## src/rtl/log_pkg.sv

```systemverilog
// Shared definitions for the sensor logging path: word width, header tag and
// the feeder state encoding.
package log_pkg;

  localparam int         LOG_WORD_W = 16;
  localparam logic [7:0] HDR_TAG    = 8'hA5;

  typedef enum logic [2:0] {
    ST_IDLE,
    ST_ISSUE_HDR,
    ST_ISSUE_DAT,
    ST_WAIT_ACK,
    ST_WAIT_DONE
  } feeder_state_t;

endpackage

```

## src/rtl/sample_fifo.sv

```systemverilog
// Synchronous show-ahead FIFO; the caller guarantees no push when full without
// a simultaneous pop, and no pop when empty.
module sample_fifo #(
  parameter int DEPTH = 16,
  parameter int WIDTH = 16
) (
  input  logic                     clk,
  input  logic                     rst,
  input  logic                     push,
  input  logic                     pop,
  input  logic [WIDTH-1:0]         din,
  output logic [WIDTH-1:0]         dout,
  output logic [$clog2(DEPTH):0]   level,
  output logic                     full,
  output logic                     empty
);

  localparam int AW = $clog2(DEPTH);
  localparam int LW = AW + 1;

  logic [WIDTH-1:0] r_mem [DEPTH];
  logic [AW-1:0]    r_wr_ptr;
  logic [AW-1:0]    r_rd_ptr;
  logic [LW-1:0]    r_level;

  always_ff @(posedge clk) begin
    if (push) begin
      r_mem[r_wr_ptr] <= din;
    end
  end

  // Pointers wrap naturally because DEPTH is a power of two.
  always_ff @(posedge clk) begin
    if (rst) begin
      r_wr_ptr <= '0;
      r_rd_ptr <= '0;
      r_level  <= '0;
    end else begin
      if (push) begin
        r_wr_ptr <= r_wr_ptr + AW'(1);
      end
      if (pop) begin
        r_rd_ptr <= r_rd_ptr + AW'(1);
      end
      case ({push, pop})
        2'b10:   r_level <= r_level + LW'(1);
        2'b01:   r_level <= r_level - LW'(1);
        default: r_level <= r_level;
      endcase
    end
  end

  assign dout  = r_mem[r_rd_ptr];
  assign level = r_level;
  assign full  = (r_level == LW'(DEPTH));
  assign empty = (r_level == '0);

endmodule

```

## src/rtl/sample_log_feeder.sv

```systemverilog
// Buffers sensor samples and feeds them, framed by a header word every
// FRAME_LEN samples, to the SD SPI writer one word per start/busy handshake.
module sample_log_feeder
  import log_pkg::*;
#(
  parameter int DEPTH       = 16,
  parameter int FRAME_LEN   = 8,
  parameter int ACK_TIMEOUT = 16
) (
  input  logic                    clk,
  input  logic                    rst,
  input  logic                    sample_valid,
  input  logic [LOG_WORD_W-1:0]   sample_data,
  input  logic                    wr_busy,
  output logic                    wr_start,
  output logic [LOG_WORD_W-1:0]   wr_data,
  output logic [$clog2(DEPTH):0]  fifo_level,
  output logic                    overflow,
  output logic                    ack_error
);

  // ACK_TIMEOUT must be at least 2; the counter only has to reach ACK_TIMEOUT-2.
  localparam int TW = (ACK_TIMEOUT > 2) ? $clog2(ACK_TIMEOUT) : 1;

  feeder_state_t         r_state, w_state_next;
  logic [7:0]            r_frame_cnt, w_frame_cnt_next;
  logic [7:0]            r_word_cnt, w_word_cnt_next;
  logic                  r_hdr_flag, w_hdr_flag_next;
  logic [TW-1:0]         r_to_cnt, w_to_cnt_next;
  logic                  r_wr_start, w_wr_start_next;
  logic [LOG_WORD_W-1:0] r_wr_data, w_wr_data_next;
  logic                  r_ack_error, w_ack_error_next;
  logic                  r_overflow;

  logic                  w_push;
  logic                  w_pop;
  logic                  w_full;
  logic                  w_empty;
  logic [LOG_WORD_W-1:0] w_head;

  // A full FIFO still accepts a sample when a data word leaves in the same cycle.
  assign w_pop  = (r_state == ST_ISSUE_DAT);
  assign w_push = sample_valid && (!w_full || w_pop);

  sample_fifo #(
    .DEPTH (DEPTH),
    .WIDTH (LOG_WORD_W)
  ) u_fifo (
    .clk   (clk),
    .rst   (rst),
    .push  (w_push),
    .pop   (w_pop),
    .din   (sample_data),
    .dout  (w_head),
    .level (fifo_level),
    .full  (w_full),
    .empty (w_empty)
  );

  // wr_start/wr_data are loaded on entry to an ISSUE state so they are
  // registered and wr_data stays put for the whole handshake.
  always_comb begin
    w_state_next     = r_state;
    w_frame_cnt_next = r_frame_cnt;
    w_word_cnt_next  = r_word_cnt;
    w_hdr_flag_next  = r_hdr_flag;
    w_to_cnt_next    = r_to_cnt;
    w_wr_start_next  = 1'b0;
    w_wr_data_next   = r_wr_data;
    w_ack_error_next = r_ack_error;

    case (r_state)
      ST_IDLE: begin
        if (!w_empty) begin
          w_wr_start_next = 1'b1;
          if (r_word_cnt == 8'd0) begin
            w_state_next   = ST_ISSUE_HDR;
            w_wr_data_next = {HDR_TAG, r_frame_cnt};
          end else begin
            w_state_next   = ST_ISSUE_DAT;
            w_wr_data_next = w_head;
          end
        end
      end
      ST_ISSUE_HDR: begin
        w_frame_cnt_next = r_frame_cnt + 8'd1;
        w_hdr_flag_next  = 1'b1;
        w_to_cnt_next    = '0;
        w_state_next     = ST_WAIT_ACK;
      end
      ST_ISSUE_DAT: begin
        w_word_cnt_next = (r_word_cnt == 8'(FRAME_LEN - 1)) ? 8'd0 : r_word_cnt + 8'd1;
        w_hdr_flag_next = 1'b0;
        w_to_cnt_next   = '0;
        w_state_next    = ST_WAIT_ACK;
      end
      ST_WAIT_ACK: begin
        if (wr_busy) begin
          w_state_next = ST_WAIT_DONE;
        end else if (r_to_cnt == TW'(ACK_TIMEOUT - 2)) begin
          w_ack_error_next = 1'b1;
          w_state_next     = ST_IDLE;
        end else begin
          w_to_cnt_next = r_to_cnt + TW'(1);
        end
      end
      ST_WAIT_DONE: begin
        if (!wr_busy) begin
          if (r_hdr_flag) begin
            w_state_next    = ST_ISSUE_DAT;
            w_wr_start_next = 1'b1;
            w_wr_data_next  = w_head;
          end else begin
            w_state_next = ST_IDLE;
          end
        end
      end
      default: w_state_next = ST_IDLE;
    endcase
  end

  always_ff @(posedge clk) begin
    if (rst) begin
      r_state     <= ST_IDLE;
      r_frame_cnt <= 8'd0;
      r_word_cnt  <= 8'd0;
      r_hdr_flag  <= 1'b0;
      r_to_cnt    <= '0;
      r_wr_start  <= 1'b0;
      r_wr_data   <= '0;
      r_ack_error <= 1'b0;
      r_overflow  <= 1'b0;
    end else begin
      r_state     <= w_state_next;
      r_frame_cnt <= w_frame_cnt_next;
      r_word_cnt  <= w_word_cnt_next;
      r_hdr_flag  <= w_hdr_flag_next;
      r_to_cnt    <= w_to_cnt_next;
      r_wr_start  <= w_wr_start_next;
      r_wr_data   <= w_wr_data_next;
      r_ack_error <= w_ack_error_next;
      if (sample_valid && !w_push) begin
        r_overflow <= 1'b1;
      end
    end
  end

  assign wr_start  = r_wr_start;
  assign wr_data   = r_wr_data;
  assign overflow  = r_overflow;
  assign ack_error = r_ack_error;

endmodule

```

## config.mk

```make
export PLATFORM = sky130hd
export DESIGN_NAME = sample_log_feeder
export DESIGN_NICKNAME = d
export VERILOG_FILES = /design/src/rtl/log_pkg.sv /design/src/rtl/sample_fifo.sv /design/src/rtl/sample_log_feeder.sv
export SDC_FILE = /design/constraint.sdc
export NUM_CORES = 1
export LEC_CHECK = 0
export BUFFER_PORTS_ARGS = -buffer_cell sky130_fd_sc_hd__clkbuf_2
export CAP_MARGIN = 20
export CORE_MARGIN = 2
export CORE_UTILIZATION = 40
export DETAILED_ROUTE_END_ITERATION = 8
export SETUP_SLACK_MARGIN = 0.05
export SYNTH_ARGS = -nofsm -noshare
export SYNTH_HDL_FRONTEND = slang
export SYNTH_SLANG_ARGS = --single-unit
```

## constraint.sdc

```tcl
create_clock -name clk -period 4.7 [get_ports clk]
set_clock_uncertainty 0.2 [all_clocks]
set_input_delay 0.235 -clock clk [delete_from_list [all_inputs] [get_ports clk]]
set_output_delay 0.235 -clock clk [all_outputs]
set_load 0.005 [all_outputs]
```

==> metrics.txt <==
Crit path required time=between 4 and 5 ns; unrepaired setup endpoints after global routing=false; Final Core Density=between 40 and 50%; fin crit share=just under 70%; Die ar.=about 32000 sq um; total CTS buffers=34; drc violations=0; vias in the first global route=between 6000 and 7000; Starting DRT DRC Count=516; metal2 WL=12900 um; antenna violations before repair=0; FF+latch count, synth=~320; Chip Width=roughly 180 um; Wirelength per Cell=around 22 um; most frequent cell after synthesis=edfxtp_1; Max Cap Viol=0; status=complete, no violations; Distinct cells, synth=60; FP Rows=64; post-route setup slack=approximately 1.5 ns; first-pass GRT wire length=39600 um; Setup TNS Final=0 ns; slowest stage cell, crit path=or3b_1; Core Box Area=between 30000 and 40000 sq um; vias per inst=roughly 5.5; Final ANT Viol Nets=0; CTS Root Cell=clkbuf_16; net total in the final layout=~800; highest clock rate=a little over 300 MHz; met3 routed WL=about 1000 um; worst-margin pin slew=1.08 ns; Sink Count=approximately 320; R2R setup slack=between 1 and 1.5 ns; CP Cell Sequence=or3b_1 > nor2_1 > ha_1 > a21o_1 > a21oi_1 > nor2_1 > a221oi_1 > a211oi_1; Crit path top cell by count=nor2_1; worst slack, placed=~1.5 ns; Pre-antenna DRT Iters=5; final setup fails=0; layout cell share with drive strength beyond 1=23.5%; CP Capture Type=register; worst hold slack=~0.0046 ns; relative slew slack=28.0%; I/O pin count=44; CP peak stage delay=0.59 ns; Syn Area/Cell=17.9 sq um; kind of critical path=reg2reg; GRT Overall Usage=between 10% and 20%; largest net degree at the start of global routing=53; Worst setup SP type=register; Syn-to-layout area delta=15.9%; P_leak=4.76 nW; Hold WC Path Type=in2reg; Mapped Area=12400 sq um; uppermost layer routed=met4; synthesis warning total=0; total gr overflow=0; sequential-to-total area share from yosys stat=~72%; largest cells by area after synthesis=edfxtp_1 (62%), mux4_2 (12%), dfxtp_1 (9.7%), nor2_1 (1.3%), ha_1 (1.3%); prevailing post-synth register cell=edfxtp_1; met1 WL=around 11000 um; post-cts resize count=0; crit path time final=around 3.2 ns; die height=about 180 um; CTS H-Tree Depth=2; CTS tree=done; post-synthesis net count=just over 700; synthesized instance count=a little under 700; Pins Over Slew Limit=0; Post-Layout Cell Count=between 1000 and 1500; gpl congestion=about 0.81; Initial Util=roughly two fifths; CP Max Fanout=20; post-placement cell count=about 1100; Synth top area share=approximately three fifths; crit path buf inv count=0; number of synthesized flops with an enable pin=between 200 and 300; asr flop ratio synth=0%; DRT Wirelength=around 26000 um; Top delay family on crit path=simple AND/OR/NAND/NOR gates; Post-synth top cells=edfxtp_1 (256), mux4_2 (64), dfxtp_1 (60), nor2_1 (44), a21oi_1 (21); Ant. Diodes=0; IO buf count=43; post-DP HPWL=around 16000 um; dominant cell type by area after synthesis=edfxtp_1; CTS Buffer Depth=3; Power Dens Cells=480 nW/um^2; clock latency on the worst-skew pair=approximately 0.52 ns; Final Hold Fails=0; maximum vdd drop=0.202 mV; worst path arrival time=3.37 ns; via count=around 6500; Clock transition at path regs=approximately 0.06 ns
final cells by class:
cell class | instances | area [sq um]
clock buffers | 47 | 951
clock inverters | 15 | 225
fillers | 2563 | 16200
inverters | 9 | 33.8
multi-input cells | 334 | 3320
flip-flops and latches | 316 | 8890
well taps | 396 | 495
repair buffers | 67 | 460
layout by cell type, fill, tap and decap left out, types with 9 or more instances in the layout:
cell type	Yosys	routed
edfxtp_1	256	256
nand2_1	18	18
clkbuf_16	0	35
xor2_1	18	18
nor2_1	44	44
dlygate4sd3_1	0	14
a221oi_1	9	9
and2_1	14	14
a21oi_1	21	21
dfxtp_1	60	57
clkbuf_2	0	43
nand3_1	9	9
mux4_2	64	64
clkbuf_1	16	9
ha_1	13	13
sequential cells by signal, indices dropped and copies added, names as in the netlist, named ones only:
name,count
u_fifo.r_wr_ptr,4
r_state,3
overflow,1
r_to_cnt,4
r_word_cnt,8
r_frame_cnt,8
u_fifo.r_mem,256
wr_start,1
ack_error,1
u_fifo.r_rd_ptr,4
wr_data,16
r_hdr_flag,1
u_fifo.level,5
final timing paths:
| kind | start | endpoint | cells past startpoint |
|---|---|---|---|
| worst min-delay path | sample_data[5] | u_fifo.r_mem[14][5] | 1 |
| worst max-delay path | r_state[2] | u_fifo.level[4] | 8 |
| worst min register to register | ack_error | ack_error | 2 |
| worst max register to register | r_state[2] | u_fifo.level[4] | 8 |
cells by family (layout without fill, tap and decap cells):
group / Yosys count / after routing / synth area share (%)
mux: 75 / 75 / 12.5
buf+inv: 43 / 138 / 1.57
flops: 316 / 316 / 71.7
simple gates: 126 / 126 / 5.48
xor+xnor: 25 / 25 / 1.77
fa+ha+maj: 14 / 14 / 1.47
compound gates: 94 / 94 / 5.51
where the power goes:
part	leakage (nW)	total, mW	switching, mW	internal, mW
Clock	0.569	2.76	1.06	1.70
Combinational	1.39	0.881	0.504	0.377
Sequential	2.80	3.27	0.118	3.15
Total	4.76	6.91	1.68	5.23
routing by layer:
metal / global-route usage, % / vias to the layer above
met4: 4.19 / 0
met2: 27.0 / 155
met1: 21.4 / 3405
met3: 2.73 / 43
met5: 0 / -
li1: - / 2927
through the flow:
| step | total power [mW] | area (sq um) |
|---|---|---|
| final | 6.91 | 14400 |
| after global routing | 7.17 | 14400 |
| after CTS | 6.99 | 14300 |
| after detailed placement | 4.20 | 13000 |
| after global placement | 4.18 | 13000 |
| after floorplan | 3.89 | 12400 |
repair_timing:
action | in CTS | in global routing
endpoints found under the setup margin | 0 | 0
hold buffers | 14 | 0
setup buffers | 0 | 0
hold endpoints to repair | 166 | 0
Note: power is estimated with default switching activity, not from simulation.
